--- src/rtl/filter_seq_ctrl.sv ---
// Master sequencer for the 3x3 image filter: header load, 3x3 window reads, one write per pixel.
// Optional stall watchdog enabled by defining FILTER_SEQ_WDOG_EN.
module filter_seq_ctrl #(
  parameter int HDR_BYTES = 12,
  parameter int ROW_BYTES = 3
`ifdef FILTER_SEQ_WDOG_EN
  , parameter int WDOG_CYC = 1023
`endif
) (
  input  logic       clk,
  input  logic       n_rst,
  input  logic       go,
  input  logic       idle_out,
  input  logic       user_data_available,
  input  logic       user_buffer_full,
  input  logic       image_done,
  output logic [2:0] address_select,
  output logic       rdwr_cntl,
  output logic       n_action,
  output logic       user_read_buffer,
  output logic       user_write_buffer,
  output logic       load_size,
  output logic       buffer_load,
  output logic       rw_load_ctrl,
  output logic       data_select,
  output logic       count_enable,
  output logic       flag_clear,
  output logic       busy,
  output logic       done,
  output logic       err
);

  typedef enum logic [3:0] {
    S_IDLE, S_HDR_REQ, S_HDR_RD, S_ROW_REQ, S_PIX_RD, S_CALC,
    S_WR_REQ, S_WR_PUSH, S_WR_WAIT, S_STEP, S_DONE, S_ERR
  } state_t;

  state_t     state_q, state_d;
  logic [3:0] byte_cnt_q, byte_cnt_d;
  logic [1:0] row_idx_q, row_idx_d;
  logic [2:0] addr_q, addr_d;
  logic       step_chk_q, step_chk_d;

  always_ff @(posedge clk) begin
    if (!n_rst) begin
      state_q    <= S_IDLE;
      byte_cnt_q <= '0;
      row_idx_q  <= '0;
      addr_q     <= '0;
      step_chk_q <= 1'b0;
    end else begin
      state_q    <= state_d;
      byte_cnt_q <= byte_cnt_d;
      row_idx_q  <= row_idx_d;
      addr_q     <= addr_d;
      step_chk_q <= step_chk_d;
    end
  end

`ifdef FILTER_SEQ_WDOG_EN
  logic [9:0] wdog_q, wdog_d;
  logic       stall;

  // Any cycle spent waiting on the memory master or a FIFO counts as a stall.
  always_comb begin
    stall = 1'b0;
    case (state_q)
      S_HDR_REQ, S_ROW_REQ, S_WR_REQ, S_WR_WAIT: stall = !idle_out;
      S_HDR_RD, S_PIX_RD:                        stall = !user_data_available;
      S_WR_PUSH:                                 stall = user_buffer_full;
      default:                                   stall = 1'b0;
    endcase
    wdog_d = stall ? wdog_q + 10'd1 : '0;
  end

  always_ff @(posedge clk) begin
    if (!n_rst) wdog_q <= '0;
    else        wdog_q <= wdog_d;
  end
`endif

  always_comb begin
    state_d           = state_q;
    byte_cnt_d        = byte_cnt_q;
    row_idx_d         = row_idx_q;
    addr_d            = addr_q;
    step_chk_d        = 1'b0;
    rdwr_cntl         = 1'b0;
    n_action          = 1'b1;
    user_read_buffer  = 1'b0;
    user_write_buffer = 1'b0;
    load_size         = 1'b0;
    buffer_load       = 1'b0;
    rw_load_ctrl      = 1'b0;
    data_select       = 1'b0;
    count_enable      = 1'b0;
    flag_clear        = 1'b0;
    busy              = 1'b1;
    done              = 1'b0;
    err               = 1'b0;

    case (state_q)
      S_IDLE: begin
        busy = 1'b0;
        if (go) begin
          flag_clear = 1'b1;
          state_d    = S_HDR_REQ;
        end
      end
      S_HDR_REQ: if (idle_out) begin
        n_action   = 1'b0;
        rdwr_cntl  = 1'b1;
        addr_d     = 3'd0;
        byte_cnt_d = '0;
        state_d    = S_HDR_RD;
      end
      S_HDR_RD: if (user_data_available) begin
        user_read_buffer = 1'b1;
        load_size        = 1'b1;
        byte_cnt_d       = byte_cnt_q + 4'd1;
        if (byte_cnt_q == 4'(HDR_BYTES - 1)) begin
          byte_cnt_d = '0;
          row_idx_d  = '0;
          state_d    = S_ROW_REQ;
        end
      end
      S_ROW_REQ: if (idle_out) begin
        n_action   = 1'b0;
        rdwr_cntl  = 1'b1;
        addr_d     = 3'd1 + {1'b0, row_idx_q};
        byte_cnt_d = '0;
        state_d    = S_PIX_RD;
      end
      S_PIX_RD: if (user_data_available) begin
        user_read_buffer = 1'b1;
        buffer_load      = 1'b1;
        byte_cnt_d       = byte_cnt_q + 4'd1;
        if (byte_cnt_q == 4'(ROW_BYTES - 1)) begin
          byte_cnt_d = '0;
          if (row_idx_q < 2'd2) begin
            row_idx_d = row_idx_q + 2'd1;
            state_d   = S_ROW_REQ;
          end else begin
            state_d = S_CALC;
          end
        end
      end
      S_CALC: begin
        rw_load_ctrl = 1'b1;
        data_select  = 1'b1;
        state_d      = S_WR_REQ;
      end
      // Keep the filtered pixel on data_out until it is pushed.
      S_WR_REQ: begin
        data_select = 1'b1;
        if (idle_out) begin
          n_action = 1'b0;
          addr_d   = 3'd4;
          state_d  = S_WR_PUSH;
        end
      end
      S_WR_PUSH: begin
        data_select = 1'b1;
        if (!user_buffer_full) begin
          user_write_buffer = 1'b1;
          state_d           = S_WR_WAIT;
        end
      end
      S_WR_WAIT: if (idle_out) state_d = S_STEP;
      // First cycle steps the counters; image_done is valid on the second.
      S_STEP: begin
        if (!step_chk_q) begin
          count_enable = 1'b1;
          step_chk_d   = 1'b1;
        end else if (image_done) begin
          state_d = S_DONE;
        end else begin
          row_idx_d = '0;
          state_d   = S_ROW_REQ;
        end
      end
      S_DONE: begin
        busy    = 1'b0;
        done    = 1'b1;
        state_d = S_IDLE;
      end
      S_ERR: begin
        busy = 1'b0;
`ifdef FILTER_SEQ_WDOG_EN
        err  = 1'b1;
`endif
      end
      default: state_d = S_IDLE;
    endcase

`ifdef FILTER_SEQ_WDOG_EN
    if (stall && wdog_q == 10'(WDOG_CYC - 1)) state_d = S_ERR;
`endif

    address_select = addr_d;

    // Reset dominates every output, including a go seen during reset.
    if (!n_rst) begin
      address_select    = 3'd0;
      rdwr_cntl         = 1'b0;
      n_action          = 1'b1;
      user_read_buffer  = 1'b0;
      user_write_buffer = 1'b0;
      load_size         = 1'b0;
      buffer_load       = 1'b0;
      rw_load_ctrl      = 1'b0;
      data_select       = 1'b0;
      count_enable      = 1'b0;
      flag_clear        = 1'b0;
      busy              = 1'b0;
      done              = 1'b0;
      err               = 1'b0;
    end
  end

endmodule

--- config.mk ---
export PLATFORM = sky130hd
export DESIGN_NAME = filter_seq_ctrl
export DESIGN_NICKNAME = d
export VERILOG_FILES = /design/src/rtl/filter_seq_ctrl.sv
export SDC_FILE = /design/constraint.sdc
export NUM_CORES = 1
export LEC_CHECK = 0
export BUFFER_PORTS_ARGS = -buffer_cell sky130_fd_sc_hd__buf_4
export CAP_MARGIN = 15
export CORE_MARGIN = 5
export CORE_UTILIZATION = 55
export DETAILED_ROUTE_END_ITERATION = 7
export PLACE_DENSITY = 0.9
export SLEW_MARGIN = 40
export SYNTH_ARGS = -nofsm -noshare
export SYNTH_HDL_FRONTEND = slang
export SYNTH_SLANG_ARGS = --single-unit
--- constraint.sdc ---
create_clock -name clk -period 4.2 [get_ports clk]
set_input_delay 0.42 -clock clk [delete_from_list [all_inputs] [get_ports clk]]
set_output_delay 0.42 -clock clk [all_outputs]
set_load 0.03 [all_outputs]
==> metrics.txt <==
status finished clean; final core utilization 64.1%; Total GRT Usage 17.0%; Setup violations, final 0; Max Cap Viol 0; CTS clk-pin slew, worst paths 0.09 ns; synth unique cells 51; crit share post-route between 60% and 70%; 1st-iter DRT viols 25; Post-Route Skew 0.00322 ns; post-DP HPWL 1.95 mm; Post-CTS Setup Repair Bufs 0; GPL Wtd Cong 0.875; crit path time final 2.78 ns; CP max FO 19; DRC 0; Vias per Instance around 6; clk root buf clkbuf_4; Post-Syn Area per Cell 8.15 sq um; largest area contributor in the netlist dfxtp_1; cts bufs inserted 3; setup slack, reg-to-reg 2.11 ns; Crit Path Category flop to output port; Cell Rows 16; slew margin rel. between 40 and 50%; vias in the first global route between 900 and 1000; PwrDens 449 nW/um^2; max-slew violation count 0; clock sink total 14; IO Pins 23; die width 55.9 um; nets 167; ys async rst share 0%; endpoint class of the critical path output port; Final Hold Viols 0; Hold Crit Class flop to flop; critical path required time 3.78 ns; crit path DAT 2.36 ns; Post-Syn Instances around 140; Total Routed Length 2.61 mm; Initial Util 58.4%; VDD IR max 0.284 mV; DR pass1 iterations 4; PortBufs 21; antenna fix cells 0; Synth warnings 0; Congestion Overflow GR 0; die area 3120 sq um; crit start category flop; via count 1093; Fillers between 150 and 200; first-pass GRT wire length 4.32 mm; synth top area cells dfxtp_1 (24%), mux2i_1 (6.9%), a21oi_1 (5.2%), nor2_1 (5.2%), nand2_1 (4.9%); Synth Cell Area 1160 sq um; CTS resizes 0; Syn-to-layout area delta 9.84%; Post-CTS Hold Buffers 0; TritonCTS clock tree done; dominant synthesized flop cell dfxtp_1; Syn Nets 152; number of synthesized flops with an enable pin 0; Core Footprint 1980 sq um; area share of the leading cell type in the synthesized netlist around 24%; initial antenna violation count 0; # H-tree levels 1; Worst Tran Pin Value 0.819 ns; drt wl/cell approximately 14 um; Clock Latency Late Sink roughly 0.29 ns; flops & latches, synth 14; DIE HEIGHT around 56 um; largest net degree at the start of global routing 25; Pwr Total 571 uW; share of cells above drive strength 1 between 20% and 30%; TNS Setup 0 ns; Lkg Pwr 0.517 nW; RSZ-0062 raised after global routing no; fmax 360 MHz; clk buf depth 2; post-synthesis sequential area ratio 24.2%; DRT antenna net count 0
## power by group
group          internal, mW  leakage [nW]  switching [mW]  total (mW)
combinational         0.121         0.383           0.149       0.270
sequential            0.149         0.113          0.0524       0.201
clock                0.0529        0.0210          0.0468      0.0997
## final timing paths
kind,startpoint,endpoint,cells past startpoint
max,state_q[1],address_select[2],6
min,step_chk_q,step_chk_q,1
min reg2reg,step_chk_q,step_chk_q,1
max reg2reg,state_q[2],state_q[1],5
## final cells by class
type,count,area (sq um),area share [%]
flip-flops and latches,14,280,22.0
well taps,27,33.8,2.66
repair buffers,21,158,12.4
multi-input cells,111,741,58.3
inverters,6,22.5,1.77
clock buffers,4,36.3,2.85
## per-layer routing
metal  global-route usage, %  wire [um]
met4                    9.15         72
met1                    22.2       1160
met5                       0          0
met2                    25.8       1160
met3                    3.71        210
## flip-flops by register name, indices dropped and copies added, names as in the netlist
signal      count
byte_cnt_q      4
state_q         4
addr_q          3
row_idx_q       2
step_chk_q      1
## critical path: stages (launching register included)
cell and delay [ns]:
dfxtp_1 0.74, nor2b_2 0.34, a21oi_1 0.13, nor3_2 0.27, nor2_1 0.08, a211oi_1 0.29
buf_4 0.22
## cells in the final DEF (no fill, tap or decap), types with 2 or more instances in the layout
cell type / instances
or3_1: 2
mux2i_1: 8
o21ai_2: 2
o21ai_0: 4
nand2_1: 15
and3_1: 3
nor3b_1: 2
inv_1: 5
nand3b_1: 3
clkbuf_4: 3
nor3_1: 4
o211ai_1: 2
nor2_1: 16
nand3_1: 4
a21oi_1: 12
dfxtp_1: 14
buf_4: 21
xnor2_1: 3
ha_1: 3
## through the flow
| stage | worst slack [ns] | hold slack [ns] | area (sq um) | instances |
|---|---|---|---|---|
| 3_5_place_dp | 1.78 | 0.438 | 1230 | 179 |
| 2_1_floorplan | 1.97 | 0.463 | 1160 | 142 |
| 4_1_cts | 1.45 | 0.451 | 1270 | 183 |
| 3_3_place_gp | 1.88 | 0.425 | 1230 | 179 |
| 5_1_grt | 1.23 | 0.478 | 1270 | 183 |
| 6_report | 1.42 | 0.453 | 1270 | 183 |
## cells in the mapped netlist (2+ instances only)
library cell  instances
dfxtp_1              14
nand2_1              15
a21oi_1              12
xnor2_1               3
o21ai_0               4
o21ai_2               2
and3_1                3
inv_1                 5
ha_1                  3
o211ai_1              2
or3_1                 2
clkbuf_8              3
buf_4                 2
nand3_1               4
nand3b_1              3
mux2i_1               8
nor3b_1               2
nor3_1                4
buf_6                 4
nor2_1               16
## kinds of logic (layout without fill, tap and decap cells)
group | count (synthesis) | in the layout | synth area share (%)
flip-flops | 14 | 14 | 24.2
AND/OR/NAND/NOR | 64 | 64 | 31.0
buffers and inverters | 17 | 31 | 11.8
AO/OA/AOI/OAI | 31 | 31 | 19.5
adder cells (fa/ha/maj) | 3 | 3 | 3.24
XOR/XNOR | 4 | 4 | 3.03
multiplexers | 8 | 8 | 6.92
other | 1 | 1 | 0.324
Note: power is estimated with default switching activity, not from simulation.
